$ cat src/rtl/serial_word_pkg.sv
`default_nettype none
// ==== serial_word_pkg : shared types and constants for serial_word_tx (rev 1.0) ====
package serial_word_pkg;

    typedef enum logic [1:0] {
        ST_IDLE  = 2'd0,
        ST_SHIFT = 2'd1,
        ST_GAP   = 2'd2
    } tx_state_t;

    localparam int GAP_MAX   = 15;
    localparam int GAP_CNT_W = 4;

    function automatic int cnt_width(input int w);
        return (w < 2) ? 1 : $clog2(w);
    endfunction

endpackage
`default_nettype wire

$ cat src/rtl/serial_word_tx_shift_reg.sv
`default_nettype none
// ==== tx_shift_reg : loadable shifter, zero-filled so the serial bit idles low (rev 1.0) ====
module tx_shift_reg #(
    parameter int WIDTH     = 8,
    parameter bit MSB_FIRST = 1'b1
) (
    input  logic             clk,
    input  logic             rst,
    input  logic             load,
    input  logic             shift,
    input  logic [WIDTH-1:0] d,
    output logic             q_bit
);

    logic [WIDTH-1:0] r_q;
    logic [WIDTH-1:0] w_shifted;

    generate
        if (MSB_FIRST) begin : g_msb_first
            assign w_shifted = {r_q[WIDTH-2:0], 1'b0};
            assign q_bit     = r_q[WIDTH-1];
        end else begin : g_lsb_first
            assign w_shifted = {1'b0, r_q[WIDTH-1:1]};
            assign q_bit     = r_q[0];
        end
    endgenerate

    // Load wins over shift so a back-to-back word replaces the finished one.
    always_ff @(posedge clk) begin
        if (rst) begin
            r_q <= '0;
        end else if (load) begin
            r_q <= d;
        end else if (shift) begin
            r_q <= w_shifted;
        end
    end

endmodule
`default_nettype wire

$ cat src/rtl/serial_word_tx.sv
`default_nettype none
// ==== serial_word_tx : parallel-to-serial word transmitter with idle gap (rev 1.0) ====
module serial_word_tx
    import serial_word_pkg::*;
#(
    parameter int WIDTH     = 8,
    parameter bit MSB_FIRST = 1'b1,
    parameter int GAP       = 0
) (
    input  logic             clk,
    input  logic             rst,
    input  logic [WIDTH-1:0] in_data,
    input  logic             in_valid,
    output logic             in_ready,
    output logic             ser_out,
    output logic             ser_frame,
    output logic             ser_start,
    output logic             busy
);

    localparam int                     c_cnt_w    = cnt_width(WIDTH);
    localparam logic [c_cnt_w-1:0]     c_last     = c_cnt_w'(WIDTH - 1);
    localparam logic [GAP_CNT_W-1:0]   c_gap_load = (GAP > 0) ? GAP_CNT_W'(GAP - 1) : '0;

    tx_state_t              r_state;
    logic [c_cnt_w-1:0]     r_cnt;
    logic [GAP_CNT_W-1:0]   r_gap_cnt;
    logic                   r_frame;
    logic                   r_start;
    logic                   w_last;
    logic                   w_accept;

    assign w_last   = (r_state == ST_SHIFT) && (r_cnt == c_last);
    // Zero-bubble reload is only possible when no gap has to be inserted.
    assign in_ready = !rst && ((r_state == ST_IDLE) || ((GAP == 0) && w_last));
    assign w_accept = in_valid && in_ready;

    tx_shift_reg #(
        .WIDTH     (WIDTH),
        .MSB_FIRST (MSB_FIRST)
    ) u_shift (
        .clk   (clk),
        .rst   (rst),
        .load  (w_accept),
        .shift (r_state == ST_SHIFT),
        .d     (in_data),
        .q_bit (ser_out)
    );

    always_ff @(posedge clk) begin
        if (rst) begin
            r_state   <= ST_IDLE;
            r_cnt     <= '0;
            r_gap_cnt <= '0;
            r_frame   <= 1'b0;
            r_start   <= 1'b0;
        end else begin
            r_start <= w_accept;
            case (r_state)
                ST_IDLE: begin
                    if (w_accept) begin
                        r_state <= ST_SHIFT;
                        r_cnt   <= '0;
                        r_frame <= 1'b1;
                    end
                end
                ST_SHIFT: begin
                    if (r_cnt == c_last) begin
                        r_cnt <= '0;
                        if (w_accept) begin
                            r_frame <= 1'b1;
                        end else if (GAP == 0) begin
                            r_state <= ST_IDLE;
                            r_frame <= 1'b0;
                        end else begin
                            r_state   <= ST_GAP;
                            r_gap_cnt <= c_gap_load;
                            r_frame   <= 1'b0;
                        end
                    end else begin
                        r_cnt <= r_cnt + 1'b1;
                    end
                end
                ST_GAP: begin
                    if (r_gap_cnt == '0) begin
                        r_state <= ST_IDLE;
                    end else begin
                        r_gap_cnt <= r_gap_cnt - 1'b1;
                    end
                end
                default: begin
                    r_state <= ST_IDLE;
                end
            endcase
        end
    end

    assign ser_frame = r_frame;
    assign ser_start = r_start;
    assign busy      = (r_state != ST_IDLE);

endmodule
`default_nettype wire

$ cat config.mk
export PLATFORM = sky130hd
export DESIGN_NAME = serial_word_tx
export DESIGN_NICKNAME = d
export VERILOG_FILES = /design/src/rtl/serial_word_pkg.sv /design/src/rtl/serial_word_tx_shift_reg.sv /design/src/rtl/serial_word_tx.sv
export SDC_FILE = /design/constraint.sdc
export NUM_CORES = 1
export LEC_CHECK = 0
export BUFFER_PORTS_ARGS = -buffer_cell sky130_fd_sc_hd__buf_4
export CAP_MARGIN = 5
export CORE_ASPECT_RATIO = 0.75
export CORE_UTILIZATION = 42
export DETAILED_ROUTE_END_ITERATION = 8
export PLACE_DENSITY = 0.76
export SYNTH_ARGS = -nofsm -noshare
export SYNTH_HDL_FRONTEND = slang
export SYNTH_SLANG_ARGS = --single-unit
$ cat constraint.sdc
create_clock -name clk -period 1.6 [get_ports clk]
set_input_delay 0.24 -clock clk [delete_from_list [all_inputs] [get_ports clk]]
set_output_delay 0.24 -clock clk [all_outputs]
set_load 0.1 [all_outputs]
Yosys cells after proc, flatten, opt, wreduce, memory -nomap -nowiden. Cells that the tools add are included.

Add/subtract/negate cells: 2. Bitwise logic cells: 1. Reduce and logical (&&, ||, !) cells: 14. Equality and inequality tests: 7. Multiplexer cells: 14.

Operators by type and width (number): $mux W8 (2); $mux W2 (4); $mux W3 (2); $ne A2 B2 Y1 const B (3); $pmux W2 S3 (1); $pmux W3 S2 (1); $reduce_bool A2 Y1 (3); $logic_not A4 Y1 (1); $reduce_and A2 Y1 (2); $reduce_and A4 Y1 (1); $sub A4 B1 Y4 const B (1); $add A3 B1 Y3 const B (1); $eq A3 B3 Y1 const B (1); $logic_and A1 B1 Y1 (3); $mux W1 (3); $reduce_and A3 Y1 (1); $eq A2 B1 Y1 const B (1); $eq A2 B2 Y1 const B (1); $logic_not A2 Y1 (1); $ne A2 B1 Y1 const B (1); $pmux W1 S2 (1); $logic_not A1 Y1 (1); $logic_or A1 B1 Y1 (1); $not A1 Y1 (1).

Bits of input ports: 11. Register bits: 19. Output and inout port bits: 5.

Longest topological paths before layout. Gate-level depths: netlist of run 1.

Depth in word-level cells: 8. Gate-level depth with buffers: 6. Gate-level depth less buffers: 5.

By module. A second synthesis of run 1 with hierarchy kept.

Cells, all modules: 61. Area, all modules: 635.6 µm².

Modules (own cells, without submodules): tx_shift_reg (cells each 35, area an instance 369.1 µm², times used 1); serial_word_tx (cells each 26, area an instance 266.5 µm², times used 1).

Worst setup path before layout of run 1. No wires, ideal clock.

Path type: register to output. Start point: reg r_state[0]. End point: out in_ready. Stages on the path, launching flop included: 5. Slack: -1152 ps. Buffers on the path: 2. Data arrival time: 2512 ps. Path through: dfxtp_1 -> buf_6 -> nand2b_4 -> buf_12 -> nor2b_1.

Longest elaborated chain between the ends: 4.

RTL lines: from (decl) (RTL line serial_word_tx.sv:25) `tx_state_t r_state;`; from (signal assigned) (RTL line serial_word_tx.sv:52) `r_state <= ST_IDLE;`; from (signal assigned) (RTL line serial_word_tx.sv:62) `r_state <= ST_SHIFT;`; from (signal assigned) (RTL line serial_word_tx.sv:73) `r_state <= ST_IDLE;`; $eq A2 B1 Y1 (RTL line serial_word_tx.sv:33) `assign w_last = (r_state == ST_SHIFT) && (r_cnt == c_last);`; $logic_and A1 B1 Y1 (RTL line serial_word_tx.sv:33); $logic_or A1 B1 Y1 * (RTL line serial_word_tx.sv:35) `assign in_ready = !rst && ((r_state == ST_IDLE) || ((GAP == 0) && w_last));`; $logic_and A1 B1 Y1 * (RTL line serial_word_tx.sv:35); to (decl) (RTL line serial_word_tx.sv:14) `output logic in_ready,`.

Mark *: on every way between the ends. The rest lies on a longest branch, timed or not.

Worst setup path after layout of run 1.
Start point: reg r_cnt[1]. End point: out in_ready.

Longest elaborated chain between the ends: 4.

RTL lines: from (decl) (RTL line serial_word_tx.sv:26) `logic [c_cnt_w-1:0] r_cnt;`; from (signal assigned) (RTL line serial_word_tx.sv:81) `r_cnt <= r_cnt + 1'b1;`; $eq A3 B3 Y1 (RTL line serial_word_tx.sv:33); $logic_and A1 B1 Y1 (RTL line serial_word_tx.sv:33); $logic_or A1 B1 Y1 (RTL line serial_word_tx.sv:35); $logic_and A1 B1 Y1 (RTL line serial_word_tx.sv:35).

No other way between the ends.

==> metrics.md, run 1 <==
| Metric | Value |
|---|---|
| Number of enable flip-flop cells after synthesis | `0` |
| Remaining routing DRC violations | `0` |
| Final cell utilization of the core | `59.7%` |
| Cell types occupying the most area after synthesis | `sky130_fd_sc_hd__dfxtp_1 (38%), sky130_fd_sc_hd__a221oi_2 (14%), sky130_fd_sc_hd__mux2i_1 (12%)` |
| Critical setup path kind | `reg2out` |
| Share of the clock period used by the worst path | `99.7%` |
| Vias | `535` |
| Initial standard-cell utilization of the core | `47.2%` |
| Fraction of post-synthesis cell area in the top cell type by area | `38.4%` |
| RSZ-0062 raised after global routing | `true` |
| Leakage dissipation | `0.373 nW` |
| Fin Setup TNS | `0 ns` |
| Routed Antenna Nets | `0` |
| Iteration-0 DRC count of the detailed router | `9` |
| Finish-stage setup viols | `0` |
| Number of fillers in the final layout | `144` |
| Power density over the cells | `933 nW/um^2` |
| Area growth syn-to-layout | `26.4%` |
| GRT Total Usage | `17.4%` |
| I/O Pins | `16` |
| Number of instances in the synthesized netlist | `65` |
| First-pass GRT wire length | `2310 um` |
| Number of antenna cells inserted | `0` |
| Worst-path fanout max | `2` |
| Vias in the first global route | `508` |
| Worst slew pin tran | `0.278 ns` |
| Max-slew violations | `0` |
| Clk Tree Root Cell | `sky130_fd_sc_hd__clkbuf_4` |
| Average instance area after synthesis | `11.2 um^2` |
| Worst path required time | `1.36 ns` |
| Placed instance count | `97` |
| Clock sink total | `14` |
| Die Span X | `50.2 um` |
| Final net count | `98` |
| Clock-pin slew reported for the worst setup and hold paths after clock tree synthesis | `0.09 ns` |
| Setup crit start kind | `register` |
| Maximum number of pins on one net before global-route repair | `18` |
| Routed len/inst | `13.1 um` |
| Synth unique cells | `18` |
| Netlist area before placement | `731 um^2` |
| Die Outline Area | `1910 um^2` |
| Outcome | `completed` |
| Final weighted congestion of routability-driven global placement | `0.718` |
| Aggregate routed wire length | `1380 um` |
| Top cells by count, synth | `sky130_fd_sc_hd__dfxtp_1 (14), sky130_fd_sc_hd__nor2_1 (14), sky130_fd_sc_hd__mux2i_1 (9)` |
| Final critical delay including setup and external delays | `1.59 ns` |
| Std-Cell Rows | `12` |
| Area of the multi-input gates | `408 um^2` |
| Number of standard cells in the layout, taps in and fillers out | `105` |
| Share of async-settable or async-resettable flops after synthesis | `0%` |
| Standard cell core area | `1550 um^2` |
| Number of hold-slack violations in the final timing report | `0` |
| CP arrival | `1.35 ns` |
| Worst Hold Launch | `in_data[7]` |
| Min-delay worst type | `in2reg` |
| Vias per inst | `5.10` |
| Bufs on Longest Clock Path | `2` |
| Cell type with the highest aggregate area in the netlist | `sky130_fd_sc_hd__dfxtp_1` |
| Overall die height | `38.1 um` |
| Instance area after placement | `845 um^2` |
| Yosys synthesis warning count | `0` |
| Sequential-to-total area share from yosys stat | `38.4%` |
| RR Startpoint | `r_cnt[1]` |
| Number of buffers added on ports | `15` |
| Area of all sequential standard cells | `287 um^2` |
| Insertion delay of the later-clocked pin in the worst-skew pair | `0.28 ns` |
| Share of layout cells above drive strength 1 | `46.4%` |
| Aggregate global routing overflow | `0` |
| VDD IR-drop max | `548 uV` |
| Max Freq | `627 MHz` |
| Hold WS | `0.268 ns` |
| H-tree depth | `1` |
| TritonCTS clock tree | `built` |
| Iteration count of the initial detailed-routing pass | `4` |
| CP endpoint kind | `primary output` |
| Finished Cell Area | `923 um^2` |
| Clk_skew | `0.00534 ns` |
| Total clock buffers created by CTS | `3` |
| Flop and latch count out of synthesis | `14` |
| Max-cap violation count | `0` |
| Top_reg_cell synth | `sky130_fd_sc_hd__dfxtp_1` |
| Antenna violations before repair | `0` |
| Setup crit start | `r_cnt[1]` |
| Synthesized Nets | `78` |
| Worst max-slew margin expressed relative to the limit | `81.6%` |
[through the flow]
step | setup WS [ns] | total power [mW]
finish | 0.00507 | 0.862
detailed placement | 0.151 | 0.605
global route | -0.0377 | 0.904
CTS | -0.00222 | 0.872
floorplan | -0.0341 | 0.572
global placement | 0.176 | 0.602
[timing repair]
item                                    4_1_cts  5_1_grt
buffers inserted                              3        1
hold buffers                                  0        0
hold endpoints to repair                      0        0
endpoints found under the setup margin        1        1
resized for setup                             3        0
pin swaps                                     2        1
[flip-flops by register name, summed over array words and instances (netlist names)]
register	flops
r_state	1
r_cnt	3
ser_frame	1
u_shift.r_q	8
ser_start	1
[placed cells by master (no fill, tap or decap), types with 2 or more instances in the layout]
| cell | instances |
|---|---|
| sky130_fd_sc_hd__ha_4 | 2 |
| sky130_fd_sc_hd__a221oi_2 | 7 |
| sky130_fd_sc_hd__dfxtp_2 | 2 |
| sky130_fd_sc_hd__nor3b_1 | 3 |
| sky130_fd_sc_hd__buf_4 | 19 |
| sky130_fd_sc_hd__nor2_1 | 14 |
| sky130_fd_sc_hd__dfxtp_1 | 11 |
| sky130_fd_sc_hd__a21oi_1 | 4 |
| sky130_fd_sc_hd__mux2i_1 | 9 |
| sky130_fd_sc_hd__clkbuf_4 | 3 |
[power by group]
group	total [mW]	internal [mW]	switching, mW
sequential	0.398	0.373	0.0247
clock	0.255	0.138	0.117
combinational	0.209	0.0816	0.128
total	0.862	0.593	0.269
[cell families (layout without fill, tap and decap cells)]
| group | Yosys count | in the layout | synth area share, % |
|---|---|---|---|
| DFF | 14 | 14 | 38.4 |
| and+or+nand+nor | 21 | 21 | 16.4 |
| AOI/OAI and AO/OA | 13 | 13 | 19.2 |
| adders and majority gates | 2 | 2 | 3.42 |
| muxes | 9 | 9 | 12.3 |
| buffers and inverters | 6 | 25 | 10.3 |
[final timing paths]
check / endpoint / slack [ns] / cells after the start
hold reg to reg: ser_frame / 0.53 / 2
hold / removal: u_shift.r_q[7] / 0.27 / 3
setup / recovery: in_ready / 0.005 / 5
setup reg to reg: u_shift.r_q[5] / 0.12 / 7
[cell type report]
type / instances / area share, %
timing repair buffer: 20 / 17.6
sequential: 14 / 31.0
clock buffer: 4 / 3.93
multi-input combinational: 45 / 44.2
inverter: 1 / 0.407
tap: 21 / 2.85
[critical path, stage by stage, from the launching register on]
cell and delay (ns):
sky130_fd_sc_hd__dfxtp_2 0.34, sky130_fd_sc_hd__ha_4 0.16, sky130_fd_sc_hd__ha_4 0.15, sky130_fd_sc_hd__nand2b_4 0.13, sky130_fd_sc_hd__nor2b_4 0.13, sky130_fd_sc_hd__buf_12 0.16
[routing by layer]
metal	wire, um	GRT usage (%)
met1	669	20.3
met2	652	28.0
met3	35	5.95
met4	19	10.7
met5	0	0
No activity file was read; power rests on OpenSTA's default activity.
==> run 2: changes to the inputs <==
--- a/config.mk
+++ b/config.mk
@@ -7,10 +7,9 @@
 export LEC_CHECK = 0
 export BUFFER_PORTS_ARGS = -buffer_cell sky130_fd_sc_hd__buf_4
 export CAP_MARGIN = 5
-export CORE_ASPECT_RATIO = 0.75
-export CORE_UTILIZATION = 42
+export CORE_UTILIZATION = 51
 export DETAILED_ROUTE_END_ITERATION = 8
-export PLACE_DENSITY = 0.76
+export PLACE_DENSITY = 0.88
 export SYNTH_ARGS = -nofsm -noshare
 export SYNTH_HDL_FRONTEND = slang
 export SYNTH_SLANG_ARGS = --single-unit
==> run 2 against run 1 <==
Net effect: the flow now finishes with violations (negative setup slack); clock power barely moved; critical path depth did not move; combinational power rose by 2%; die area fell by 17%; clock-buffer cell count did not move; hold slack improved by 0.0014 ns; cell count fell by 5.7%; sequential share of layout area rose by 0.13 points.
==> metrics.md, run 2 (same netlist as run 1, synthesis figures left out) <==
| Metric | Value |
|---|---|
| CTS Hold Buffers Added | `0 (unchanged)` |
| Share of the clock period used by the worst path | `101% (+1.7 points)` |
| Vias per inst | `5.39 (+5.9%)` |
| Initial standard-cell utilization of the core | `55.5% (+8.2 points)` |
| Die Span X | `39.9 um (-21%)` |
| Max-cap violation count | `0 (unchanged)` |
| Routed Antenna Nets | `0 (unchanged)` |
| Violated checks | `negative setup slack` |
| Placed instance count | `91 (-6.2%)` |
| Number of hold-slack violations in the final timing report | `0 (unchanged)` |
| CP endpoint kind | `primary output` |
| Antenna violations before repair | `0 (unchanged)` |
| VDD IR-drop max | `645 uV (+18%)` |
| Cell-by-cell listing of the critical path | `ha_4, ha_4, nand2b_4, nor2b_4, buf_12` |
| Remaining routing DRC violations | `0 (unchanged)` |
| Worst path required time | `1.36 ns (about the same)` |
| Clock-pin slew reported for the worst setup and hold paths after clock tree synthesis | `0.08 ns (about the same)` |
| Final net count | `98 (unchanged)` |
| Standard cell core area | `1320 um^2 (-15%)` |
| Clk Tree Root Cell | `sky130_fd_sc_hd__clkbuf_4` |
| Setup crit start kind | `register` |
| Largest register FFs | `8 (unchanged)` |
| Largest reg by FF count | `u_shift.r_q` |
| Bufs on Longest Clock Path | `2 (unchanged)` |
| GRT Total Usage | `22.6% (+5.2 points)` |
| Overall die height | `39.9 um (+4.5%)` |
| Die Outline Area | `1590 um^2 (-17%)` |
| Clock sink total | `14 (unchanged)` |
| Routed len/inst | `14.9 um (+13%)` |
| Aggregate routed wire length | `1470 um (+7.0%)` |
| Worst max-slew margin expressed relative to the limit | `81.6% (about the same)` |
| Iteration count of the initial detailed-routing pass | `2 (-2)` |
| Leakage dissipation | `0.374 nW (+0.38%)` |
| Number of fillers in the final layout | `99 (-31%)` |
| Hpwl dp | `959 um` |
| Area growth syn-to-layout | `25.9%` |
| Final critical delay including setup and external delays | `1.62 ns (+0.0265 ns)` |
| Most common library cell in the layout ignoring fill and taps | `sky130_fd_sc_hd__buf_4` |
| Iteration-0 DRC count of the detailed router | `8 (-1)` |
| Clk_skew | `0.00528 ns (-0.0000541 ns)` |
| Vias in the first global route | `508 (unchanged)` |
| Vias | `534 (-0.19%)` |
| Insertion delay of the later-clocked pin in the worst-skew pair | `0.28 ns (about the same)` |
| Finish-stage setup viols | `1 (+1)` |
| First-pass GRT wire length | `2240 um (-3.0%)` |
| Number of standard cells in the layout, taps in and fillers out | `99 (-5.7%)` |
| Worst slew pin tran | `0.279 ns (+0.00108 ns)` |
| RSZ-0062 raised after global routing | `true` |
| Aggregate global routing overflow | `0 (unchanged)` |
| I/O Pins | `16 (unchanged)` |
| Fin Setup TNS | `-0.0214 ns (-0.0214 ns)` |
| Std-Cell Rows | `13 (+1)` |
| Commonest cells after routing, fill and taps aside | `sky130_fd_sc_hd__buf_4 (18), sky130_fd_sc_hd__nor2_1 (14), sky130_fd_sc_hd__dfxtp_1 (11), sky130_fd_sc_hd__mux2i_1 (9), sky130_fd_sc_hd__a221oi_2 (7)` |
| Slowest cell on the critical path | `sky130_fd_sc_hd__dfxtp_2` |
| Final setup slack of the worst path | `-0.0214 ns (-0.0265 ns)` |
| Worst reg2reg setup slack | `0.08 ns (-0.04 ns)` |
| Power density over the cells | `941 nW/um^2 (+0.79%)` |
| Max Freq | `617 MHz (-1.6%)` |
| Cell repeated most along the worst path | `sky130_fd_sc_hd__ha_4` |
| Outcome | `finished, violations left` |
| H-tree depth | `1 (unchanged)` |
| Total clock buffers created by CTS | `3 (unchanged)` |
| TritonCTS clock tree | `built` |
| CP arrival | `1.38 ns (+0.03 ns)` |
| Largest stage delay on the critical path | `0.35 ns (about the same)` |
| Biggest regs | `u_shift.r_q (8), r_cnt (3)` |
| Number of antenna cells inserted | `0 (unchanged)` |
| Min-delay worst type | `in2reg` |
| Maximum number of pins on one net before global-route repair | `18 (unchanged)` |
| Final weighted congestion of routability-driven global placement | `0.719 (+0.15%)` |
| Number of buffers added on ports | `15 (unchanged)` |
| Final cell utilization of the core | `69.8% (+10 points)` |
| Worst-path fanout max | `2 (unchanged)` |
| Share of layout cells above drive strength 1 | `46.4% (unchanged)` |
| Max-slew violations | `0 (unchanged)` |
| Critical setup path kind | `reg2out` |
==> run 2: cell counts in the layout (fill, tap and decap cells not counted) <==
Identical to the previous run, type by type.
==> run 2: timing repair <==
action,CTS,global route
pin swaps,2,1
endpoints found under the hold margin,0,0
gates resized for setup,3,1
setup endpoints to repair,1,2
setup buffers,3,1
==> run 2: per-stage QoR <==
step	area (um^2)	hold slack [ns]	power, mW	worst slack, ns
final	920	0.269	0.865	-0.0214
after global routing	920	0.266	0.903	-0.0630
after CTS	908	0.274	0.862	-0.0168
after detailed placement	837	0.512	0.606	0.111
after global placement	837	0.510	0.599	0.153
after floorplan	769	0.306	0.572	-0.0341
==> run 2: final timing paths <==
kind / start / end / cells after the start
setup / recovery: r_cnt[1] / in_ready / 5
hold / removal: rst / u_shift.r_q[6] / 2
setup reg to reg: r_cnt[1] / u_shift.r_q[7] / 7
hold reg to reg: ser_frame / ser_frame / 2
==> run 2: critical path, delay by kind of cell, from the launching register on <==
| kind | cells | cell delay (ns) |
|---|---|---|
| adder cells (fa/ha/maj) | 2 | 0.31 |
| buffers and inverters | 1 | 0.17 |
| flip-flops | 1 | 0.35 |
| AND/OR/NAND/NOR | 2 | 0.28 |
==> run 2: power by group <==
part / leakage (nW) / total [mW] / internal, mW / switching (mW)
clock: 0.0210 / 0.254 / 0.139 / 0.116
sequential: 0.117 / 0.397 / 0.373 / 0.0242
combinational: 0.236 / 0.214 / 0.0828 / 0.131
==> run 2: final cells by class <==
class | count | area [um^2] | share of cell area (%)
clock buffer | 4 | 36.3 | 3.95
inverter | 1 | 3.75 | 0.408
multi-input combinational | 45 | 408 | 44.4
sequential | 14 | 287 | 31.2
tap | 15 | 18.8 | 2.04
timing repair buffer | 20 | 166 | 18.1
==> run 2: routing by layer <==
| layer | vias to the layer above | GRT usage [%] | routed length, um |
|---|---|---|---|
| met1 | 249 | 24.9 | 628 |
| met2 | 13 | 39.8 | 799 |
| li1 | 272 | - | - |
| met3 | 0 | 7.39 | 45 |
| met4 | 0 | 7.76 | 0 |
| met5 | - | 0 | 0 |
==> run 3: changes to the inputs <==
--- a/config.mk
+++ b/config.mk
@@ -7,9 +7,9 @@
 export LEC_CHECK = 0
 export BUFFER_PORTS_ARGS = -buffer_cell sky130_fd_sc_hd__buf_4
 export CAP_MARGIN = 5
-export CORE_UTILIZATION = 51
+export CORE_UTILIZATION = 46
 export DETAILED_ROUTE_END_ITERATION = 8
-export PLACE_DENSITY = 0.88
+export PLACE_DENSITY = 0.84
 export SYNTH_ARGS = -nofsm -noshare
 export SYNTH_HDL_FRONTEND = slang
 export SYNTH_SLANG_ARGS = --single-unit
==> constraint.sdc (replaced) <==
create_clock -name clk -period 1.4 [get_ports clk]
set_input_delay 0.21 -clock clk [delete_from_list [all_inputs] [get_ports clk]]
set_output_delay 0.21 -clock clk [all_outputs]
set_load 0.1 [all_outputs]
==> run 3 against run 2 <==
Net effect: the flow still finishes with violations (negative setup slack); hold slack got worse by 0.037 ns; design area increased by 5.7%; combinational power increased by 21%; worst setup slack got worse by 0.17 ns; critical path type unchanged.
==> metrics.md, run 3 (same netlist as run 1, synthesis figures left out) <==
| Metric | Value |
|---|---|
| Outcome | `finished, violations left` |
| Violated checks | `negative setup slack` |
| Bufs on Longest Clock Path | `2 (unchanged)` |
| Number of buffers added on ports | `15 (unchanged)` |
| Die Outline Area | `1750 um^2 (+10%)` |
| RSZ-0062 raised after global routing | `true` |
| Met3 wire length | `48 um (+6.7%)` |
| Share of layout cells above drive strength 1 | `50.6% (+4.1 points)` |
| Placed instance count | `94 (+3.3%)` |
| Worst slack at placement | `0.0633 ns (-0.0479 ns)` |
| Iteration count of the initial detailed-routing pass | `4 (+2)` |
| Final setup slack of the worst path | `-0.188 ns (-0.167 ns)` |
| Area of all sequential standard cells | `289 um^2 (+0.87%)` |
| Antenna violations before repair | `0 (unchanged)` |
| Routed len/inst | `13.3 um (-11%)` |
| Number of antenna cells inserted | `0 (unchanged)` |
| Remaining routing DRC violations | `0 (unchanged)` |
| Max Freq | `630 MHz` |
| Final weighted congestion of routability-driven global placement | `0.695 (-3.3%)` |
| Std-Cell Rows | `14 (+1)` |
| Final net count | `101 (+3.1%)` |
| Final critical delay including setup and external delays | `1.59 ns` |
| Setup crit start kind | `register` |
| Min-delay worst type | `in2reg` |
| Max-slew violations | `0 (unchanged)` |
| Vias per inst | `5.63 (+4.4%)` |
| CP Buf/Inv Count | `1 (unchanged)` |
| Share of the clock period used by the worst path | `113%` |
| VDD IR-drop max | `684 uV (+5.9%)` |
| Initial standard-cell utilization of the core | `49.1% (-6.4 points)` |
| Vias | `580 (+8.6%)` |
| Clk_skew | `0.00132 ns (-0.00397 ns)` |
| H-tree depth | `1 (unchanged)` |
| Cell class contributing the biggest share of worst-path delay | `flip-flops` |
| Cell-by-cell listing of the critical path | `ha_4, ha_4, nand2b_4, nor2b_4, buf_12` |
| Biggest regs | `u_shift.r_q (8), r_cnt (3)` |
| I/O Pins | `16 (unchanged)` |
| Hpwl dp | `883 um (-8.0%)` |
| CP endpoint kind | `primary output` |
| TritonCTS clock tree | `built` |
| Aggregate global routing overflow | `0 (unchanged)` |
| Slowest cell on the critical path | `sky130_fd_sc_hd__dfxtp_2` |
| Critical setup path kind | `reg2out` |
| Cell repeated most along the worst path | `sky130_fd_sc_hd__ha_4` |
| Insertion delay of the later-clocked pin in the worst-skew pair | `0.29 ns (about the same)` |
| Worst hold path depth | `3 (+1)` |
| Vias in the first global route | `500 (-1.6%)` |
| Number of fillers in the final layout | `114 (+15%)` |
| Number of cells on the critical path | `5 (unchanged)` |
| Worst max-slew margin expressed relative to the limit | `82.9% (+1.4 points)` |
| Largest register FFs | `8 (unchanged)` |
| Worst slew pin tran | `0.249 ns (-0.0302 ns)` |
| Finish-stage setup viols | `9 (+8)` |
| Reg2Reg Depth | `9 (+2)` |
| Fin Setup TNS | `-0.863 ns (-0.841 ns)` |
| Iteration-0 DRC count of the detailed router | `8 (unchanged)` |
| CP arrival | `1.38 ns (about the same)` |
| Max-cap violation count | `0 (unchanged)` |
| Standard cell core area | `1490 um^2 (+13%)` |
| Number of hold-slack violations in the final timing report | `0 (unchanged)` |
| Area growth syn-to-layout | `33.0%` |
| Clock sink total | `14 (unchanged)` |
| Commonest cells after routing, fill and taps aside | `sky130_fd_sc_hd__buf_4 (18), sky130_fd_sc_hd__nor2_1 (14), sky130_fd_sc_hd__mux2i_1 (9), sky130_fd_sc_hd__dfxtp_1 (9), sky130_fd_sc_hd__a221oi_2 (6)` |
| Wire length the detailed router placed on met1 | `620 um (-1.3%)` |
| Number of standard cells in the layout, taps in and fillers out | `103 (+4.0%)` |
| CTS Hold Buffers Added | `0 (unchanged)` |
| Clk Tree Root Cell | `sky130_fd_sc_hd__clkbuf_4` |
| First-pass GRT wire length | `2210 um (-1.5%)` |
| Die Span X | `41.9 um (+5.0%)` |
| Leakage dissipation | `0.396 nW (+5.9%)` |
| Final cell utilization of the core | `65.3% (-4.5 points)` |
| Aggregate routed wire length | `1370 um (-6.9%)` |
| Routed Antenna Nets | `0 (unchanged)` |
| Most common library cell in the layout ignoring fill and taps | `sky130_fd_sc_hd__buf_4` |
| GRT Total Usage | `17.1% (-5.5 points)` |
| Highest routing layer actually used | `met4` |
| Worst-path fanout max | `3 (+1)` |
| Maximum number of pins on one net before global-route repair | `18 (unchanged)` |
| Wire length on met2 | `678 um (-15%)` |
| Largest reg by FF count | `u_shift.r_q` |
| Largest stage delay on the critical path | `0.35 ns (about the same)` |
| Worst path required time | `1.19 ns (-0.17 ns)` |
| Clock-pin slew reported for the worst setup and hold paths after clock tree synthesis | `0.09 ns (about the same)` |
| Total clock buffers created by CTS | `3 (unchanged)` |
| Overall die height | `41.9 um (+5.0%)` |
| Power density over the cells | `1040 nW/um^2 (+10%)` |
| Area of the multi-input gates | `419 um^2 (+2.8%)` |
==> run 3: cell count changes in the layout (fill, tap and decap cells not counted) <==
cell | previous run | this run
sky130_fd_sc_hd__dfxtp_1 | 11 | 9
sky130_fd_sc_hd__buf_6 | 1 | 3
sky130_fd_sc_hd__a221oi_4 | 0 | 1
sky130_fd_sc_hd__dfxtp_2 | 2 | 4
sky130_fd_sc_hd__buf_8 | 0 | 1
sky130_fd_sc_hd__a221oi_2 | 7 | 6
==> run 3: worst paths after layout <==
kind,start,endpoint,slack (ns)
setup / recovery,r_cnt[0],in_ready,-0.19
hold / removal,in_data[7],u_shift.r_q[7],0.23
setup reg to reg,r_cnt[0],ser_start,-0.14
hold reg to reg,ser_frame,ser_frame,0.52
==> run 3: power by group <==
| group | switching (mW) | internal [mW] | leakage, nW |
|---|---|---|---|
| logic | 0.152 | 0.105 | 0.258 |
| clock network | 0.140 | 0.158 | 0.0210 |
| registers | 0.0273 | 0.427 | 0.117 |
| total | 0.320 | 0.691 | 0.396 |
==> run 3: repair_timing <==
| action | CTS | global route |
|---|---|---|
| setup buffers | 2 | 3 |
| resized for setup | 5 | 4 |
| pin swaps | 2 | 4 |
| endpoints found under the setup margin | 1 | 8 |
==> run 3: metrics by stage <==
step | hold slack (ns) | instance area (um^2) | power (mW)
2_1_floorplan | 0.269 | 772 | 0.655
3_3_place_gp | 0.493 | 856 | 0.689
3_5_place_dp | 0.514 | 856 | 0.694
4_1_cts | 0.229 | 927 | 1.00
5_1_grt | 0.244 | 972 | 1.05
6_report | 0.232 | 972 | 1.01
==> run 3: per-layer routing <==
layer  vias to the layer above  GRT usage, %
li1                        278             -
met3                         4          2.61
met1                       281          21.6
met5                         -             0
met2                        17          26.6
met4                         0          11.6
==> run 3: cell type report <==
type                       instances  area share, %
multi-input combinational         45           43.1
tap                               16           2.06
sequential                        14           29.7
clock buffer                       4           3.73
inverter                           1          0.386
timing repair buffer              23           21.0
==> run 3: tightest hold or removal path, delay by kind of cell <==
family,cells,cell delay (ns)
simple gates,1,0.10
compound gates,1,0.07
buf+inv,1,0.10
